==> config.mk <==
export PLATFORM = sky130hd
export DESIGN_NAME = stopwatch_ctrl
export DESIGN_NICKNAME = d
export VERILOG_FILES = /design/src/rtl/stopwatch_ctrl.sv
export SDC_FILE = /design/constraint.sdc
export NUM_CORES = 1
export LEC_CHECK = 0
export ABC_AREA = 0
export CORE_AREA = 5 5 98 100
export CTS_CLUSTER_DIAMETER = 40
export CTS_CLUSTER_SIZE = 10
export DETAILED_ROUTE_END_ITERATION = 7
export DIE_AREA = 0 0 103 105
export MAX_ROUTING_LAYER = met4
export PLACE_DENSITY_LB_ADDON = 0.05
export SLEW_MARGIN = 25
export SYNTH_ARGS = -nofsm -noshare
export SYNTH_HDL_FRONTEND = slang
export SYNTH_SLANG_ARGS = --single-unit
export TNS_END_PERCENT = 10
==> constraint.sdc <==
create_clock -name Clock_1MSec -period 3.5 [get_ports Clock_1MSec]
set_input_delay 0.7 -clock Clock_1MSec [delete_from_list [all_inputs] [get_ports Clock_1MSec]]
set_output_delay 0.7 -clock Clock_1MSec [all_outputs]
set_load 0.01 [all_outputs]
==> src/rtl/stopwatch_ctrl.sv <==
// rtl/stopwatch_ctrl.sv - stopwatch control sequencer: button debounce, IDLE/RUN/PAUSE/CLEAR FSM, display mux
// Lap capture is built only when STOPWATCH_LAP_EN is defined.
module stopwatch_ctrl #(
    parameter int DEBOUNCE_MS  = 20,
    parameter int CLEAR_CYCLES = 2
) (
    input  logic       Clock_1MSec,
    input  logic       Reset,
    input  logic       Btn_Mode,
    input  logic       Btn_StartStop,
    input  logic       Btn_Clear,
    input  logic       Btn_Lap,
    input  logic [3:0] Hours_S,
    input  logic [5:0] Mins_S,
    input  logic [5:0] Secs_S,
    input  logic [9:0] MSecs_S,
    output logic       Control,
    output logic       Start_S,
    output logic       Stop_S,
    output logic       Reset_S,
    output logic [3:0] Disp_Hours,
    output logic [5:0] Disp_Mins,
    output logic [5:0] Disp_Secs,
    output logic [9:0] Disp_MSecs,
    output logic       Lap_Active,
    output logic [1:0] State
);

    localparam logic [1:0] S_IDLE  = 2'b00;
    localparam logic [1:0] S_RUN   = 2'b01;
    localparam logic [1:0] S_PAUSE = 2'b10;
    localparam logic [1:0] S_CLEAR = 2'b11;

    localparam logic [7:0] DB_LAST  = 8'(DEBOUNCE_MS - 1);
    localparam logic [3:0] CLR_LAST = 4'(CLEAR_CYCLES - 1);

`ifdef STOPWATCH_LAP_EN
    localparam int NB = 4;
    logic [NB-1:0] raw;
    assign raw = {Btn_Lap, Btn_Clear, Btn_StartStop, Btn_Mode};
`else
    localparam int NB = 3;
    logic [NB-1:0] raw;
    logic          unused_lap;
    assign raw        = {Btn_Clear, Btn_StartStop, Btn_Mode};
    assign unused_lap = Btn_Lap;
`endif

    logic [7:0]    db_cnt [NB];
    logic [NB-1:0] level;
    logic [NB-1:0] level_d;
    logic [NB-1:0] pulse;

    logic [1:0] state;
    logic [1:0] state_next;
    logic [3:0] clr_cnt;
    logic       control;
    logic       start_next;
    logic       stop_next;
    logic       reset_next;
    logic       lap_active;

    logic p_mode;
    logic p_ss;
    logic p_clr;

    assign p_mode = pulse[0];
    assign p_ss   = pulse[1];
    assign p_clr  = pulse[2];

    // Counter restarts whenever raw agrees with the accepted level, so only an
    // unbroken run of DEBOUNCE_MS differing samples flips the level.
    always_ff @(posedge Clock_1MSec) begin
        if (Reset) begin
            for (int i = 0; i < NB; i++) begin
                db_cnt[i] <= '0;
            end
            level   <= '0;
            level_d <= '0;
            pulse   <= '0;
        end else begin
            for (int i = 0; i < NB; i++) begin
                if (raw[i] == level[i]) begin
                    db_cnt[i] <= '0;
                end else if (db_cnt[i] == DB_LAST) begin
                    level[i]  <= raw[i];
                    db_cnt[i] <= '0;
                end else begin
                    db_cnt[i] <= db_cnt[i] + 8'd1;
                end
            end
            level_d <= level;
            pulse   <= level & ~level_d;
        end
    end

    always_ff @(posedge Clock_1MSec) begin
        if (Reset) begin
            state   <= S_IDLE;
            control <= 1'b1;
            clr_cnt <= '0;
            Start_S <= 1'b0;
            Stop_S  <= 1'b0;
            Reset_S <= 1'b0;
        end else begin
            state   <= state_next;
            control <= control ^ p_mode;
            Start_S <= start_next;
            Stop_S  <= stop_next;
            Reset_S <= reset_next;
            if (state != S_CLEAR || state_next != S_CLEAR) begin
                clr_cnt <= '0;
            end else if (!control) begin
                clr_cnt <= clr_cnt + 4'd1;
            end
        end
    end

    // Pulses are judged against the pre-toggle control value; clock mode freezes the FSM.
    always_comb begin
        state_next = state;
        if (!control) begin
            case (state)
                S_IDLE: begin
                    if (p_clr) begin
                        state_next = S_CLEAR;
                    end else if (p_ss) begin
                        state_next = S_RUN;
                    end
                end
                S_RUN: begin
                    if (p_ss) begin
                        state_next = S_PAUSE;
                    end
                end
                S_PAUSE: begin
                    if (p_clr) begin
                        state_next = S_CLEAR;
                    end else if (p_ss) begin
                        state_next = S_RUN;
                    end
                end
                default: begin
                    if (clr_cnt == CLR_LAST) begin
                        state_next = S_IDLE;
                    end
                end
            endcase
        end
    end

    always_comb begin
        start_next = 1'b0;
        stop_next  = 1'b0;
        reset_next = 1'b0;
        case (state_next)
            S_RUN:   start_next = 1'b1;
            S_PAUSE: stop_next  = 1'b1;
            S_CLEAR: reset_next = 1'b1;
            default: ;
        endcase
    end

`ifdef STOPWATCH_LAP_EN
    logic       p_lap;
    logic [3:0] lap_hours;
    logic [5:0] lap_mins;
    logic [5:0] lap_secs;
    logic [9:0] lap_msecs;

    assign p_lap = pulse[3];

    always_ff @(posedge Clock_1MSec) begin
        if (Reset) begin
            lap_hours  <= '0;
            lap_mins   <= '0;
            lap_secs   <= '0;
            lap_msecs  <= '0;
            lap_active <= 1'b0;
        end else if (!control) begin
            if (state_next == S_CLEAR && state != S_CLEAR) begin
                lap_hours  <= '0;
                lap_mins   <= '0;
                lap_secs   <= '0;
                lap_msecs  <= '0;
                lap_active <= 1'b0;
            end else if (p_lap && state == S_RUN) begin
                lap_hours  <= Hours_S;
                lap_mins   <= Mins_S;
                lap_secs   <= Secs_S;
                lap_msecs  <= MSecs_S;
                lap_active <= 1'b1;
            end else if (p_lap && state == S_PAUSE) begin
                lap_active <= 1'b0;
            end
        end
    end

    always_comb begin
        if (lap_active) begin
            Disp_Hours = lap_hours;
            Disp_Mins  = lap_mins;
            Disp_Secs  = lap_secs;
            Disp_MSecs = lap_msecs;
        end else begin
            Disp_Hours = Hours_S;
            Disp_Mins  = Mins_S;
            Disp_Secs  = Secs_S;
            Disp_MSecs = MSecs_S;
        end
    end
`else
    assign lap_active = 1'b0;
    assign Disp_Hours = Hours_S;
    assign Disp_Mins  = Mins_S;
    assign Disp_Secs  = Secs_S;
    assign Disp_MSecs = MSecs_S;
`endif

    assign Control    = control;
    assign Lap_Active = lap_active;
    assign State      = state;

endmodule

## Word-level counts from Yosys, hierarchy flattened

Memory sizes are Yosys's and may differ from the RTL's.
Cells that the tools add are included.

- Register bits after elaboration: 19
- Latch bits: 0
- Bits in writable memories: 24
- ROM bits: 0
- Input bits: 32
- Output and inout port bits: 33
- Memories kept: 1

- Add/subtract/negate cells: 4
- Multiply operators: 0
- Div/mod/pow operators: 0
- $lt $le $gt $ge: 0
- Equal/unequal tests: 14
- Shifts and indexed selects: 0
- Mux-type cells: 53
- Bitwise operators: 15
- Reduce and logical (&&, ||, !) cells: 7

Memories:

| memory | depth | bits a word | rd ports | clocked after Yosys merged registers in | write ports | RTL line | source |
|---|---|---|---|---|---|---|---|
| db_cnt | 3 | 8 | 3 | 0 | 3 | 49 | `logic [7:0] db_cnt [NB];` |

Operators with widths:

| cell | count |
|---|---|
| $mux 8 | 9 |
| $mux 1 | 38 |
| $add 8x1->8 const B | 3 |
| $eq 8x5->1 const B | 3 |
| $mux 2 | 5 |
| $or 1x1->1 | 9 |
| $eq 2x2->1 const B | 3 |
| $reduce_and 2->1 | 3 |
| $add 4x1->4 const B | 1 |
| $eq 2x1->1 const B | 2 |
| $eq 4x1->1 const B | 1 |
| $ne 2x2->1 const B | 2 |
| $pmux 2 s2 | 1 |
| $reduce_or 2->1 | 2 |
| $and 3x3->3 | 1 |
| $eq 1x1->1 | 3 |
| $not 1->1 | 3 |
| $not 3->3 | 1 |
| $logic_not 2->1 | 1 |
| $logic_or 1x1->1 | 1 |
| $xor 1x1->1 | 1 |

## Longest topological paths before layout

Gate-level depths: netlist of the first run.
An unclocked memory read counts as a cell.

- Depth in word-level cells: 8
- Depth in mapped cells: 6
- Mapped depth without buffers: 6

## Least setup slack after synthesis of the first run

Ideal clock, no wire load.

- Kind: flip-flop to flip-flop
- From: memory db_cnt[2][3]
- To: memory db_cnt[2][2], data pin
- Arrival: 1.442 ns
- Required time: 3.246 ns
- Slack: 1.803 ns
- Cell stages (with the launch flop): 6
- Clock period less this slack: 1.697 ns
- Path through: edfxtp_1 > or4_1 > nor3_2 > or3_1 > buf_6 > nor2_1

RTL lines:

| element | RTL line |
|---|---|
| start, declared | 49 |

## Final worst setup path of the first run

- From: register control, in the netlist Control
- To: output port Control

RTL lines:

| element | RTL line | source |
|---|---|---|
| start, declared | 57 | `logic control;` |
| start signal, assigned | 107 | `control <= control ^ p_mode;` |
| end, declared | 17 | `output logic Control,` |

No word-level cell between the ends.

==> results of run 1 <==
state kept, by name, indices dropped and copies added, names as in the netlist:
signal   count
db_cnt      24
clr_cnt      4
level        3
level_d      3
pulse        3
State        2
Control      1
Reset_S      1
Start_S      1
Stop_S       1
area by class of cell:
type | instances | area [µm²] | share of cell area
Sequential cell | 43 | 1100 | 0.460
Tap cell | 108 | 135 | 0.0564
Clock inverter | 2 | 13.8 | 0.00574
Inverter | 7 | 26.3 | 0.0110
Multi-Input combinational cell | 161 | 926 | 0.386
Timing Repair Buffer | 10 | 100 | 0.0418
Clock buffer | 6 | 93.8 | 0.0392
metrics by stage:
step	util	std cells	total power [W]	setup WS (ns)
finish	0.279	337	0.00101	1.27
global route	0.279	337	0.00107	1.17
detailed placement	0.266	329	0.000649	1.11
global placement	0.266	329	0.000650	1.12
CTS	0.279	337	0.00104	1.23
floorplan	-	242	0.000659	1.80
routing by layer:
| metal | vias up | track usage |
|---|---|---|
| li1 | 699 | - |
| met1 | 587 | 0.0998 |
| met2 | 16 | 0.0981 |
| met3 | 10 | 0.0227 |
| met4 | 0 | 0.0389 |
| met5 | - | - |
power groups by stage:
stage | clock network [W] | registers [W] | logic [W]
global route | 0.000417 | 0.000576 | 0.0000746
finish | 0.000372 | 0.000572 | 0.0000637
detailed placement | 0 | 0.000584 | 0.0000649
global placement | 0 | 0.000584 | 0.0000652
floorplan | 0 | 0.000578 | 0.0000806
CTS | 0.000397 | 0.000573 | 0.0000653
synthesized netlist by cell type (3+ instances only):
library cell	number
nor2_1	38
buf_4	28
edfxtp_1	24
dfxtp_1	19
nand2_1	17
xnor2_1	12
xor2_1	12
nand3_1	11
inv_1	7
ha_1	5
nor3_1	5
and3_1	4
mux2i_1	4
nor2b_1	4
a21oi_1	3
nand2b_1	3
kinds of logic (layout without fill, tap and decap cells):
logic type / after synthesis / after routing / synth area share
simple gates: 93 / 93 / 0.201
flops: 43 / 43 / 0.501
buf+inv: 38 / 25 / 0.116
xor+xnor: 24 / 24 / 0.0957
compound gates: 10 / 10 / 0.0359
fa+ha+maj: 5 / 5 / 0.0285
mux: 4 / 4 / 0.0182
other cells: 2 / 25 / 0.00342
worst paths after layout:
check,start,to,slack [ns],cells past startpoint
worst min-delay path,level_d[2]$_SDFF_PP0_,pulse[2]$_SDFF_PP0_,0.39,1
worst max register to register,db_cnt[2][3]$_SDFFCE_PN0P_,db_cnt[2][6]$_SDFFCE_PN0P_,1.59,4
worst max-delay path,Control$_SDFF_PP1_,Control,1.27,1
worst min register to register,level_d[2]$_SDFF_PP0_,pulse[2]$_SDFF_PP0_,0.39,1
==> results.sh, run 1 <==
export IMPL_via_per_inst=3.89
export IMPL_dpl_cell_area_um2=2290
export IMPL_start_kind="register"
export IMPL_crit_arrival_ns=1.53
export IMPL_gp_congestion=0.653
export IMPL_grt_pass1_wl_mm=6.11
export IMPL_critical_path_max_fanout=12
export IMPL_synth_area_um2=2200
export IMPL_dieArea_um2=10800
export IMPL_cts_sinks=43
export IMPL_cts_max_path_buffers=2
export IMPL_crit_family="buffers and inverters"
export IMPL_post_route_drc_count=0
export IMPL_fin_nets=265
export IMPL_wl_mm=3.56
export IMPL_critPathKind="reg2out"
export IMPL_route_met2_wl_mm=1.45
export IMPL_num_io_pins=65
export IMPL_fp_dieW_um=103
export IMPL_numCtsBuffers=5
export IMPL_slowest_delay_ns=0.63
export IMPL_n_antenna_cell=0
export IMPL_drive_above_1_share=0.0524
export IMPL_outcome="completed"
export IMPL_critPathBufInv=1
export IMPL_htreeDepth=2
export IMPL_fillCellCount=943
export IMPL_synth_top_area_share=0.328
export IMPL_synth_warnings=0
export IMPL_max_slew_worst_pin_slew_ns=0.521
export IMPL_slowest_stage="clkdlybuf4s50_1"
export IMPL_yosys_top_cells_area="edfxtp_1 33%, dfxtp_1 17%, buf_4 9.6%"
export IMPL_drtPass1Iterations=6
export IMPL_antenna_found_initial=0
export IMPL_max_freq_mhz=448
export IMPL_yosysTopAreaCell="edfxtp_1"
export IMPL_comb_power_share=0.063
export IMPL_fin_worst_skew_ns=0.00585
export IMPL_initial_core_util=0.256
export IMPL_powerDensity_nw_per_um2=421
export IMPL_num_vias=1312
export IMPL_async_flop_share=0
export IMPL_slew_violations=0
export IMPL_ir_drop_v=0.000120
export IMPL_area_delta_synth_final_pct=9.12
export IMPL_grt_overflow=0
export IMPL_portBuffers=10
export IMPL_seq_power_share=0.568
export IMPL_yosys_register_bits=43
export IMPL_synthFlopType="edfxtp_1"
export IMPL_clkPwrFrac=0.369
export IMPL_drt_iter0_drc=39
export IMPL_postSynthCellCount=219
export IMPL_rsz0062_at_grt="false"
export IMPL_finalCritPeriodShare=0.638
export IMPL_dp_hpwl_mm=2.50
export IMPL_swShare=0.239
export IMPL_crit_chain="clkdlybuf4s50_1"
export IMPL_tns_ns=0
export IMPL_root_buffer="clkbuf_8"
export IMPL_relSlewSlack=0.650
export IMPL_clk_latency_ns=0.30
export IMPL_fin_crit_ns=2.23
export IMPL_grt_pass1_vias=1299
export IMPL_yosysSeqAreaShare=0.501
export IMPL_drv_cap=0
export IMPL_crit_path_end_kind="output pin"
export IMPL_coreArea_um2=8590
export IMPL_grt_max_degree=15
export IMPL_cts_tree="done"
export IMPL_num_rows=34
export IMPL_path_clk_slew_ns=0.09
export IMPL_p_int_w=0.000767
export IMPL_drt_met1_wl_mm=1.84
export IMPL_final_hold_viol_count=0
export IMPL_grt_util_all_layers=0.0741
export IMPL_ys_types=35
export IMPL_syn_area_per_cell_um2=10.0
export IMPL_final_common_cell="nor2_1"
export IMPL_synth_edf_count=24
export IMPL_top_layer="met4"
export IMPL_fin_hold_ws_ns=0.389
export IMPL_cts_resized_gates=0
export IMPL_hold_buffers=0
export IMPL_final_cell_mix="38 x nor2_1, 25 x conb_1, 24 x edfxtp_1, 19 x dfxtp_1, 17 x nand2_1"
export IMPL_chipHeight_um=105
export IMPL_p_switching_w=0.000241
export IMPL_ant_nets=0
export IMPL_leakage_nw=0.884
export IMPL_post_cts_buffers=0
export IMPL_routedWlPerCell_um=10.6
export IMPL_hold_class="reg2reg"
export IMPL_setup_viol=0
export IMPL_worstPathRequired_ns=2.80
export IMPL_post_route_cell_area_um2=2400
export IMPL_dr_wl_met3_um=200
No activity file was read; power rests on OpenSTA's default activity.
==> run 2, diff against run 1 <==
==> constraint.sdc (replaced) <==
create_clock -name Clock_1MSec -period 2.2 [get_ports Clock_1MSec]
set_input_delay 0.44 -clock Clock_1MSec [delete_from_list [all_inputs] [get_ports Clock_1MSec]]
set_output_delay 0.44 -clock Clock_1MSec [all_outputs]
set_load 0.01 [all_outputs]
==> results.sh, run 2 (same netlist as run 1, synthesis figures left out) <==
export IMPL_outcome="completed"
export IMPL_ir_drop_v=0.000251
export IMPL_grt_overflow=0
export IMPL_num_rows=34
export IMPL_hold_buffers=0
export IMPL_coreArea_um2=8590
export IMPL_grt_pass1_vias=1295
export IMPL_drt_iter0_drc=26
export IMPL_rsz0062_at_grt="false"
export IMPL_critPathBufInv=1
export IMPL_powerDensity_nw_per_um2=660
export IMPL_clk_latency_ns=0.29
export IMPL_crit_chain="clkdlybuf4s50_1"
export IMPL_portBuffers=10
export IMPL_numCtsBuffers=5
export IMPL_cp_depth=1
export IMPL_cts_sinks=43
export IMPL_antenna_found_initial=0
export IMPL_reg2reg_from="db_cnt[2][3]$_SDFFCE_PN0P_"
export IMPL_gp_congestion=0.654
export IMPL_fin_nets=267
export IMPL_path_clk_slew_ns=0.09
export IMPL_slowest_stage="clkdlybuf4s50_1"
export IMPL_post_route_util=0.280
export IMPL_post_cts_buffers=0
export IMPL_critical_path_max_fanout=12
export IMPL_initial_core_util=0.256
export IMPL_leakage_nw=0.892
export IMPL_finalNonFillerCells=339
export IMPL_hold_depth=1
export IMPL_chipHeight_um=105
export IMPL_crit_arrival_ns=1.52
export IMPL_grt_util_all_layers=0.0719
export IMPL_hold_start="level_d[2]$_SDFF_PP0_"
export IMPL_via_per_inst=3.85
export IMPL_place_inst=331
export IMPL_met1_usage=0.0941
export IMPL_fin_crit_ns=1.96
export IMPL_cts_max_path_buffers=2
export IMPL_drive_above_1_share=0.0606
export IMPL_grt_max_degree=14
export IMPL_largest_register_ffs=24
export IMPL_drtPass1Iterations=4
export IMPL_busiest_layer="met2"
export IMPL_critPathKind="reg2out"
export IMPL_setup_viol=0
export IMPL_use_met2=0.0981
export IMPL_final_cell_mix="38 x nor2_1, 25 x conb_1, 24 x edfxtp_1, 19 x dfxtp_1, 17 x nand2_1"
export IMPL_met3_usage=0.0233
export IMPL_crit_family="buffers and inverters"
export IMPL_n_antenna_cell=0
export IMPL_wl_mm=3.46
export IMPL_slowest_delay_ns=0.62
export IMPL_slew_violations=0
export IMPL_cts_resized_gates=0
export IMPL_fp_dieW_um=103
export IMPL_num_io_pins=65
export IMPL_cts_tree="done"
export IMPL_finalCritPeriodShare=0.892
export IMPL_area_delta_synth_final_pct=9.57
export IMPL_routedWlPerCell_um=10.2
export IMPL_relSlewSlack=0.643
export IMPL_startpoint="Control$_SDFF_PP1_"
export IMPL_reg_top3="db_cnt (24), clr_cnt (4)"
export IMPL_post_route_drc_count=0
export IMPL_fin_worst_skew_ns=0.00416
export IMPL_tns_ns=0
export IMPL_final_common_cell="nor2_1"
export IMPL_num_vias=1304
export IMPL_regMostFlops="db_cnt"
export IMPL_hold_class="reg2reg"
export IMPL_crit_path_end_kind="output pin"
export IMPL_start_kind="register"
export IMPL_dieArea_um2=10800
export IMPL_grt_pass1_wl_mm=5.95
export IMPL_max_freq_mhz=510
export IMPL_reg2reg_depth=4
export IMPL_htreeDepth=2
export IMPL_dp_hpwl_mm=2.47
export IMPL_worstPathRequired_ns=1.76
export IMPL_drv_cap=0
export IMPL_root_buffer="clkbuf_8"
export IMPL_final_hold_viol_count=0
export IMPL_ant_nets=0
export IMPL_max_slew_worst_pin_slew_ns=0.533
## run 2: final cells by class
cell class              instances  area (µm²)
clock buffers                   7        96.3
clock inverters                 1        6.26
fillers                       929        6190
inverters                       7        26.3
multi-input cells             161         926
flip-flops and latches         43        1100
well taps                     108         135
repair buffers                 12         115
## run 2: stage by stage
stage	hold slack [ns]	instance area [µm²]	setup WS, ns	power [W]
after floorplan	0.367	2280	0.503	0.00105
after global placement	0.373	2300	0.270	0.00104
after detailed placement	0.374	2300	0.271	0.00103
after CTS	0.390	2410	0.202	0.00163
after global routing	0.398	2410	0.140	0.00168
final	0.385	2410	0.239	0.00159
## run 2: layer usage
| metal | up-vias | share of wire |
|---|---|---|
| met5 | - | 0 |
| met4 | 0 | 0.019 |
| met3 | 8 | 0.057 |
| met2 | 16 | 0.42 |
| met1 | 577 | 0.51 |
| li1 | 703 | - |
## run 2: power breakdown
group	internal, W	switching [W]	total [W]
clock network	0.000287	0.000287	0.000574
registers	0.000880	0.0000294	0.000909
logic	0.0000495	0.0000547	0.000104
total	0.00122	0.000371	0.00159
## run 2: final timing paths
path,endpoint,slack (ns)
setup / recovery,Control,0.24
hold / removal,pulse[2]$_SDFF_PP0_,0.38
setup reg to reg,db_cnt[2][6]$_SDFFCE_PN0P_,0.33
hold reg to reg,pulse[2]$_SDFF_PP0_,0.38
